### src/rtl/alu_pipe_pkg.sv
// Shared constants and stage-register control fields for the pipelined slice ALU.
package alu_pipe_pkg;

    localparam int SLICE_W = 16;

    // Function selects used most often by the issue logic.
    localparam logic [3:0] S_XOR = 4'b0110;
    localparam logic       M_XOR = 1'b1;
    localparam logic [3:0] S_ADD = 4'b1001;
    localparam logic       M_ADD = 1'b0;

    // Control portion of a stage register. The tag, result and operand fields
    // depend on the block parameters, so each stage wraps this struct in its
    // own full stage_t.
    typedef struct packed {
        logic       valid;
        logic [3:0] sel;
        logic       m;
        logic       carry;
    } stage_ctrl_t;

    // Carry handed to the next slice; logic mode never propagates a carry.
    function automatic logic stage_carry(input logic m, input logic slice_co);
        return m ? 1'b0 : slice_co;
    endfunction

endpackage

### src/rtl/alu_16bits.sv
// 16-bit slice ALU with 74181-style function select.
// Arithmetic mode computes X + Y + ci, logic mode returns ~(X ^ Y), where
// X and Y are operand terms picked by the S bits.
module alu_16bits (
    input  logic [15:0] a,
    input  logic [15:0] b,
    input  logic        ci,
    input  logic [3:0]  S,
    input  logic        M,
    output logic [15:0] s,
    output logic        co,
    output logic        c15
);

    logic [15:0] x;
    logic [15:0] y;
    logic [15:0] lo;
    logic        msb;

    assign x = a | (b & {16{S[0]}}) | (~b & {16{S[1]}});
    assign y = (a & ~b & {16{S[2]}}) | (a & b & {16{S[3]}});

    // The low 15 bits are summed separately so the carry into bit 15 is
    // visible for signed-overflow detection.
    assign lo  = {1'b0, x[14:0]} + {1'b0, y[14:0]} + {15'd0, ci};
    assign msb = x[15] ^ y[15] ^ lo[15];

    // Select between logic and arithmetic results
    always_comb begin
        // NOTE: every output gets a default first so no path leaves one unassigned (no latch).
        s   = ~(x ^ y);
        co  = 1'b0;
        c15 = 1'b0;
        if (!M) begin
            s   = {msb, lo[14:0]};
            co  = (x[15] & y[15]) | (lo[15] & (x[15] ^ y[15]));
            c15 = lo[15];
        end
    end

endmodule

### src/rtl/alu_pipe_stage.sv
// One pipeline stage: computes slice K of the result and registers it with
// the carried operation state. Holds its register while en is low.
module alu_pipe_stage
    import alu_pipe_pkg::*;
#(
    parameter int WIDTH = 64,
    parameter int TAG_W = 4,
    parameter int K     = 0
) (
    input  logic              clk,
    input  logic              rst,
    input  logic              en,
    input  stage_ctrl_t       up_ctrl,
    input  logic [TAG_W-1:0]  up_tag,
    input  logic [WIDTH-1:0]  up_res,
    input  logic [WIDTH-1:0]  up_a,
    input  logic [WIDTH-1:0]  up_b,
    output stage_ctrl_t       ctrl,
    output logic [TAG_W-1:0]  tag,
    output logic [WIDTH-1:0]  res,
    output logic [WIDTH-1:0]  a,
    output logic [WIDTH-1:0]  b,
    output logic [WIDTH-1:0]  res_next,
    output logic              co_next,
    output logic              c15_next
);

    typedef struct packed {
        stage_ctrl_t      ctrl;
        logic [TAG_W-1:0] tag;
        logic [WIDTH-1:0] res;
        logic [WIDTH-1:0] a;
        logic [WIDTH-1:0] b;
    } stage_t;

    stage_t      d;
    stage_t      q;
    logic [15:0] slice_s;
    logic        slice_co;
    logic        slice_c15;

    alu_16bits u_slice (
        .a   (up_a[K*SLICE_W +: SLICE_W]),
        .b   (up_b[K*SLICE_W +: SLICE_W]),
        .ci  (up_ctrl.carry),
        .S   (up_ctrl.sel),
        .M   (up_ctrl.m),
        .s   (slice_s),
        .co  (slice_co),
        .c15 (slice_c15)
    );

    // Merge this slice's result into the carried state
    always_comb begin
        d                          = '0;
        d.ctrl                     = up_ctrl;
        d.ctrl.carry               = stage_carry(up_ctrl.m, slice_co);
        d.tag                      = up_tag;
        d.res                      = up_res;
        d.res[K*SLICE_W +: SLICE_W] = slice_s;
        d.a                        = up_a;
        d.b                        = up_b;
    end

    // Stage register: clear on reset, hold while the pipe is stalled
    always_ff @(posedge clk) begin
        // NOTE: data fields are cleared along with valid so out_* read zero after reset.
        if (rst) begin
            q <= '0;
        end else if (en) begin
            // NOTE: non-blocking so every stage samples its upstream's pre-edge value.
            q <= d;
        end
    end

    assign ctrl     = q.ctrl;
    assign tag      = q.tag;
    assign res      = q.res;
    assign a        = q.a;
    assign b        = q.b;
    assign res_next = d.res;
    assign co_next  = d.ctrl.carry;
    assign c15_next = slice_c15;

endmodule

### src/rtl/alu_pipe_nbits.sv
// Pipelined WIDTH-bit ALU built from 16-bit slices, one slice per stage, with
// a valid/ready handshake, tag passthrough and zero/overflow flags.
module alu_pipe_nbits
    import alu_pipe_pkg::*;
#(
    parameter int WIDTH = 64,
    parameter int TAG_W = 4
) (
    input  logic             clk,
    input  logic             rst,
    input  logic             in_valid,
    output logic             in_ready,
    input  logic [WIDTH-1:0] a,
    input  logic [WIDTH-1:0] b,
    input  logic             ci,
    input  logic [3:0]       S,
    input  logic             M,
    input  logic [TAG_W-1:0] tag,
    output logic             out_valid,
    input  logic             out_ready,
    output logic [WIDTH-1:0] s,
    output logic             co,
    output logic             zero,
    output logic             ovf,
    output logic [TAG_W-1:0] out_tag
);

    localparam int STAGES = WIDTH / SLICE_W;

    generate
        if (WIDTH < SLICE_W || (WIDTH % SLICE_W) != 0) begin : g_bad_width
            $error("alu_pipe_nbits: WIDTH must be a positive multiple of 16");
        end
    endgenerate

    // Index 0 is the issue side; index k+1 is the output of stage k.
    stage_ctrl_t      ctrl_w     [0:STAGES];
    logic [TAG_W-1:0] tag_w      [0:STAGES];
    logic [WIDTH-1:0] res_w      [0:STAGES];
    logic [WIDTH-1:0] a_w        [0:STAGES];
    logic [WIDTH-1:0] b_w        [0:STAGES];
    logic [WIDTH-1:0] res_next_w [0:STAGES-1];
    logic             co_next_w  [0:STAGES-1];
    logic             c15_next_w [0:STAGES-1];

    logic stall;
    logic en;

    // A single global stall freezes every stage while the result waits.
    assign stall    = out_valid && !out_ready;
    assign en       = !stall;
    assign in_ready = !stall;

    assign ctrl_w[0] = '{valid: in_valid, sel: S, m: M, carry: ci};
    assign tag_w[0]  = tag;
    assign res_w[0]  = '0;
    assign a_w[0]    = a;
    assign b_w[0]    = b;

    genvar k;
    generate
        for (k = 0; k < STAGES; k++) begin : g_stage
            alu_pipe_stage #(
                .WIDTH (WIDTH),
                .TAG_W (TAG_W),
                .K     (k)
            ) u_stage (
                .clk      (clk),
                .rst      (rst),
                .en       (en),
                .up_ctrl  (ctrl_w[k]),
                .up_tag   (tag_w[k]),
                .up_res   (res_w[k]),
                .up_a     (a_w[k]),
                .up_b     (b_w[k]),
                .ctrl     (ctrl_w[k+1]),
                .tag      (tag_w[k+1]),
                .res      (res_w[k+1]),
                .a        (a_w[k+1]),
                .b        (b_w[k+1]),
                .res_next (res_next_w[k]),
                .co_next  (co_next_w[k]),
                .c15_next (c15_next_w[k])
            );
        end
    endgenerate

    // Flags come from the fully assembled result entering the last stage
    always_ff @(posedge clk) begin
        if (rst) begin
            zero <= 1'b0;
            ovf  <= 1'b0;
        end else if (en) begin
            zero <= (res_next_w[STAGES-1] == '0);
            ovf  <= !ctrl_w[STAGES-1].m && (c15_next_w[STAGES-1] ^ co_next_w[STAGES-1]);
        end
    end

    assign out_valid = ctrl_w[STAGES].valid;
    assign s         = res_w[STAGES];
    assign co        = ctrl_w[STAGES].carry;
    assign out_tag   = tag_w[STAGES];

endmodule

### config.mk
export PLATFORM = sky130hd
export DESIGN_NAME = alu_pipe_nbits
export DESIGN_NICKNAME = d
export VERILOG_FILES = /design/src/rtl/alu_pipe_pkg.sv /design/src/rtl/alu_16bits.sv /design/src/rtl/alu_pipe_stage.sv /design/src/rtl/alu_pipe_nbits.sv
export SDC_FILE = /design/constraint.sdc
export NUM_CORES = 1
export LEC_CHECK = 0
export BUFFER_PORTS_ARGS = -buffer_cell sky130_fd_sc_hd__buf_4
export CAP_MARGIN = 5
export CORE_ASPECT_RATIO = 1.25
export CORE_MARGIN = 2
export CORE_UTILIZATION = 35
export DETAILED_ROUTE_END_ITERATION = 12
export PLACE_DENSITY = 0.48
export SYNTH_ARGS = -nofsm -noshare
export SYNTH_HDL_FRONTEND = slang
export SYNTH_SLANG_ARGS = --single-unit
### constraint.sdc
create_clock -name clk -period 5 [get_ports clk]
set_clock_uncertainty 0.1 [all_clocks]
set_input_delay 1 -clock clk [delete_from_list [all_inputs] [get_ports clk]]
set_output_delay 1 -clock clk [all_outputs]
set_load 0.02 [all_outputs]
# --- Yosys cells after proc, flatten, opt, wreduce, memory -nomap -nowiden ---
# Cells that the tools add are included.
totals:
  ff_bits: 585
  latch_bits: 0
  ram_bits: 0
  rom_bits: 0
  in_bits: 142
  out_inout_bits: 73
  wordCells: 122
  n_memories: 0
classes:
  addsub: 8
  mul: 0
  n_div: 0
  magnitude_cmp: 0
  n_eq_ne: 0
  shift: 0
  mux: 9
  bitwise_logic: 69
  n_reduce_logical: 6
op_table:
  columns: ["cell", "n"]
  rows:
  - ["16-bit AND", 24]
  - ["16-bit OR", 12]
  - ["16-bit inverter", 8]
  - ["15-bit by 15-bit adder with 16-bit output", 4]
  - ["16-bit by 1-bit adder with 16-bit output", 4]
  - ["64-bit logical NOT", 1]
  - ["16-bit two-way mux", 4]
  - ["16-bit bitwise XOR", 4]
  - ["1-bit bitwise XOR", 9]
  - ["1-bit AND", 8]
  - ["1-bit two-way mux", 5]
  - ["1-bit OR", 4]
  - ["1-bit logical NOT", 3]
  - ["1-bit logical AND", 2]

# --- Longest topological paths before layout ---
depth:
  word_depth: 11
  depth_mapped: 18
  depth_no_buf: 17

# --- Cells and area by module ---
# Synthesis repeated with hierarchy kept, for this count alone.
hier_totals:
  hier_cells: 3607
  hier_area_um2: 36307.3
by_module_without_submodules:
  columns: ["module", "instances", "cells_each", "area_each_um2", "seq_area_each_um2"]
  rows:
  - ["alu_pipe_stage", 4, 705, 7601.0, 4063.9]
  - ["alu_16bits at g_stage[1].u_stage.u_slice ...", 3, 186, 1406.3, 0.0]
  - ["alu_16bits at g_stage[0].u_stage.u_slice", 1, 194, 1443.9, 0.0]
  - ["alu_pipe_nbits", 1, 35, 240.2, 40.0]

# --- Worst setup path after synthesis ---
# No wires, ideal clock.
synth_path:
  path_type: "flip-flop to flip-flop"
  from: "register g_stage[2].u_stage.q, in the netlist g_stage[2].u_stage.ctrl[5]"
  to: "register zero"
  setup_ps: 57
  arrival_time_ps: 3992
  required_time_ps: 4843
  slack_ps: 851
  path_stages_with_launch: 19
  path_buffers: 2
  synth_period_minus_slack_ps: 4149
  path_cell_list: "dfxtp_1 clkbuf_1 clkbuf_1 mux2i_1 nor2b_1 ha_1 o21a_1 o31a_1 o211ai_1 a21oi_1 o31a_1 fa_1 mux2i_1 nand4_1 or4b_1 a2111oi_2 nand4_1 nor4_2 a21o_1"
synth_via:
  elab_chain_cells: 7
  elab_cells_between_ends: 10
  cone_classes: "add/sub: 2; mux: 1; bitwise: 6; reduce/logical: 1"
synth_lines:
  columns: ["item", "line", "text"]
  rows:
  - ["start, declared", "alu_pipe_stage.sv:37", "stage_t q;"]
  - ["start signal, assigned", "alu_pipe_stage.sv:69", "q <= '0;"]
  - ["start signal, assigned", "alu_pipe_stage.sv:72", "q <= d;"]
  - ["16-bit AND *", "alu_16bits.sv:21", "assign y = (a & ~b & {16{S[2]}}) | (a & b & {16{S[3]}});"]
  - ["16-bit OR *", "alu_16bits.sv:21", null]
  - ["15-bit by 15-bit adder with 16-bit output", "alu_16bits.sv:25", "assign lo = {1'b0, x[14:0]} + {1'b0, y[14:0]} + {15'd0, ci};"]
  - ["16-bit by 1-bit adder with 16-bit output", "alu_16bits.sv:25", null]
  - ["1-bit bitwise XOR", "alu_16bits.sv:26", "assign msb = x[15] ^ y[15] ^ lo[15];"]
  - ["16-bit two-way mux *", "alu_16bits.sv:34", "if (!M) begin"]
  - ["64-bit logical NOT *", "alu_pipe_nbits.sv:94", "zero <= (res_next_w[STAGES-1] == '0);"]
  - ["end signal, assigned", "alu_pipe_nbits.sv:94", null]
  - ["end, declared", "alu_pipe_nbits.sv:23", "output logic zero,"]
# Every way passes the cells marked *; elsewhere a longest branch is shown, timed or not.
# A chain may end at the register's enable or synchronous reset.

# --- Worst setup path in the final report ---
layout_path:
  from: "register g_stage[2].u_stage.q, in the netlist g_stage[2].u_stage.ctrl[3]"
  to: "register zero"
layout_via:
  elab_chain_cells: 7
  elab_cells_between_ends: 10
  cone_classes: "add/sub: 2; mux: 1; bitwise: 6; reduce/logical: 1"
layout_lines:
  columns: ["item", "line", "text"]
  rows:
  - ["16-bit AND *", "alu_16bits.sv:20", "assign x = a | (b & {16{S[0]}}) | (~b & {16{S[1]}});"]
  - ["16-bit OR *", "alu_16bits.sv:20", null]
  - ["15-bit by 15-bit adder with 16-bit output", "alu_16bits.sv:25", null]
  - ["16-bit by 1-bit adder with 16-bit output", "alu_16bits.sv:25", null]
  - ["1-bit bitwise XOR", "alu_16bits.sv:26", null]
  - ["16-bit two-way mux *", "alu_16bits.sv:34", null]
  - ["64-bit logical NOT *", "alu_pipe_nbits.sv:94", null]
# Marks and branches as above.

==> impl_metrics.yaml <==
placement:
  dpl.hpwl_um: 39200
  gp_congestion: 0.824
  port_buffers: 214
  dpl_cell_area_um2: 20800
  dp_cells: 3156
flow_run:
  max-cap-violations: 0
yosys:
  synth_edf_count: 0
  ys_warn_count: 0
  ys_seq_elements: 393
  postSynthAreaPerCell_um2: 7.77
  synthArstFlopShare_pct: 0
  seq_area_frac_synth_pct: 41.9
  synth_ff_type: "dfxtp_1"
  syn_inst: 2419
  ys_types: 60
  synth_nets: 2637
  synth_area_um2: 18800
global_routing:
  grt_usage_pct: 19.7
  grt_pass1_vias: 15800
  grt_antenna_before_repair: 0
  grt_start_max_net_pins: 205
  grt_pass1_wl_um: 88000
  overflow: 0
final_layout:
  postLayoutCellArea_um2: 22400
  final_util_pct: 42.5
  final_cell_mix: "nand2_1, a21oi_1, dfxtp_1"
  instances_no_fill: 3235
  n_antenna_cell: 0
  final_common_cell: "nand2_1"
  syn_to_final_growth_pct: 19.3
  finalNetCount: 2749
  nFillCells: 5490
  drive_gt1_share_pct: 12.7
sta:
  fmax_mhz: 218
  rsz0062_at_grt: "no"
  maxSlewHeadroom_pct: 37.8
  fin_crit_ns: 4.58
  slew_violations: 0
  worst_pin_slew_ns: 0.933
  finalSetupViolations: 0
  hold_viol_final: 0
  min_period_over_period_pct: 91.6
  final.setup.tns_ns: 0
routing:
  dr.pass1.iters: 5
  routed-via-count: 16400
  drtIter0Drc: 949
  route.detailed.drc: 0
  routed_wl_um: 56100
  wl_per_cell_um: 17.4
  ant_nets: 0
  vias_per_cell: 5.08
cts:
  path_clk_slew_ns: 0.06
  clock_sinks: 393
  numCtsBuffers: 45
  cts_root_buf: "clkbuf_16"
  cts-htree-levels: 2
  clk-insertion-delay-late_ns: 0.58
  cts_tree: "built"
  clockBufferDepth: 3
min_path:
  hp-start: "g_stage[3].u_stage.res[37]"
  hold_class: "reg2reg"
floorplan:
  die_h_um: 263
  std_cell_rows: 94
  die_area_um2: 55600
  pin_count: 215
  fp.dieW_um: 211
  initial_utilization_pct: 35.6
  coreArea_um2: 52800
pwr:
  power.density_nw_per_um2: 358
  leakage_nw: 9.47
  ir_worst_vdd_uv: 225
setup_path:
  reg2reg_from: "g_stage[2].u_stage.ctrl[3]"
  cp.arrival_ns: 5.00
  critPathLaunchType: "flip-flop"
  crit_fanout: 17
  startpoint: "g_stage[2].u_stage.ctrl[3]"
  end_kind: "flip-flop"
  crit_type: "reg2reg"
  crit_required_ns: 5.42
status:
  status: "complete, no violations"
## cell usage after synthesis, drive strengths merged, types with 14 or more instances
cell type / number / area share [%]
nand3: 14 / 0.37
inv: 22 / 0.44
nor2: 56 / 1.1
a21oi: 401 / 11
clkbuf: 157 / 3.2
nor4: 16 / 0.57
a211o: 66 / 3.1
mux2i: 71 / 3.8
dfxtp: 393 / 42
and3: 15 / 0.50
nor2b: 133 / 4.5
nor3: 40 / 1.1
o21ai: 33 / 0.88
xnor2: 32 / 1.5
nand2: 740 / 15
ha: 64 / 4.3
a211oi: 20 / 0.80
## power breakdown
part	switching (mW)	internal (mW)	leakage, nW	total (mW)
Combinational	0.529	0.424	5.44	0.953
Clock	1.37	2.23	0.801	3.60
Sequential	0.146	3.32	3.23	3.47
## through the flow
stage | total power [mW] | hold WS, ns | setup WS, ns
floorplan | 4.11 | 0.332 | 0.851
global placement | 4.49 | 0.339 | 0.523
detailed placement | 4.50 | 0.343 | 0.412
CTS | 8.14 | 0.352 | 0.379
global route | 8.38 | 0.362 | 0.0320
finish | 8.02 | 0.349 | 0.420
## state kept, by name, indices dropped and copies added (netlist names)
register / flops
g_stage.u_stage.b: 96
zero: 1
g_stage.u_stage.a: 96
g_stage.u_stage.ctrl: 23
ovf: 1
g_stage.u_stage.res: 160
g_stage.u_stage.tag: 16
## area by class of cell
type | count | area, µm² | area share, %
multi-input cells | 1837 | 10200 | 45.5
well taps | 672 | 841 | 3.75
clock inverters | 21 | 340 | 1.52
repair buffers | 232 | 1790 | 7.97
flip-flops and latches | 393 | 7870 | 35.1
clock buffers | 58 | 1290 | 5.74
inverters | 22 | 90.1 | 0.402
## critical path: stages (launching register included)
cell and delay [ns]:
dfxtp_1 0.47, nor2b_1 0.21, a211o_1 0.29, ha_1 0.32, nor2b_4 0.14, o31a_1 0.28
o211ai_1 0.24, a21oi_1 0.13, o31a_1 0.36, fa_1 0.48, mux2i_1 0.21, nand4_1 0.11
or4b_1 0.50, a2111oi_2 0.23, nand4_1 0.16, nor4_2 0.17, a21o_1 0.14
## metal layers
metal	routed length (µm)	vias up	GRT usage, %
li1	-	8402	-
met1	24800	7725	24.8
met2	28600	231	34.9
met3	1540	65	2.62
met4	1210	0	5.31
met5	0	-	0
## cell families after synthesis
| kind of cell | synth area share [%] |
|---|---|
| AO/OA/AOI/OAI | 18.1 |
| multiplexers | 4.08 |
| buffers and inverters | 3.87 |
| XOR/XNOR | 1.77 |
| AND/OR/NAND/NOR | 24.7 |
| adder cells (fa/ha/maj) | 5.54 |
| flip-flops | 41.9 |
## what timing repair did
| action | in CTS | in global routing |
|---|---|---|
| hold buffers | 0 | 0 |
| buffers inserted | 0 | 0 |
| endpoints found under the setup margin | 0 | 1 |
| gates resized for setup | 0 | 2 |
## path summary, 6_finish.rpt
kind / endpoint / slack, ns / cells past startpoint
max: zero / 0.42 / 16
min: g_stage[3].u_stage.res[37] / 0.35 / 2
max reg2reg: zero / 0.42 / 16
min reg2reg: g_stage[3].u_stage.res[37] / 0.35 / 2
No activity file was read; power rests on OpenSTA's default activity.
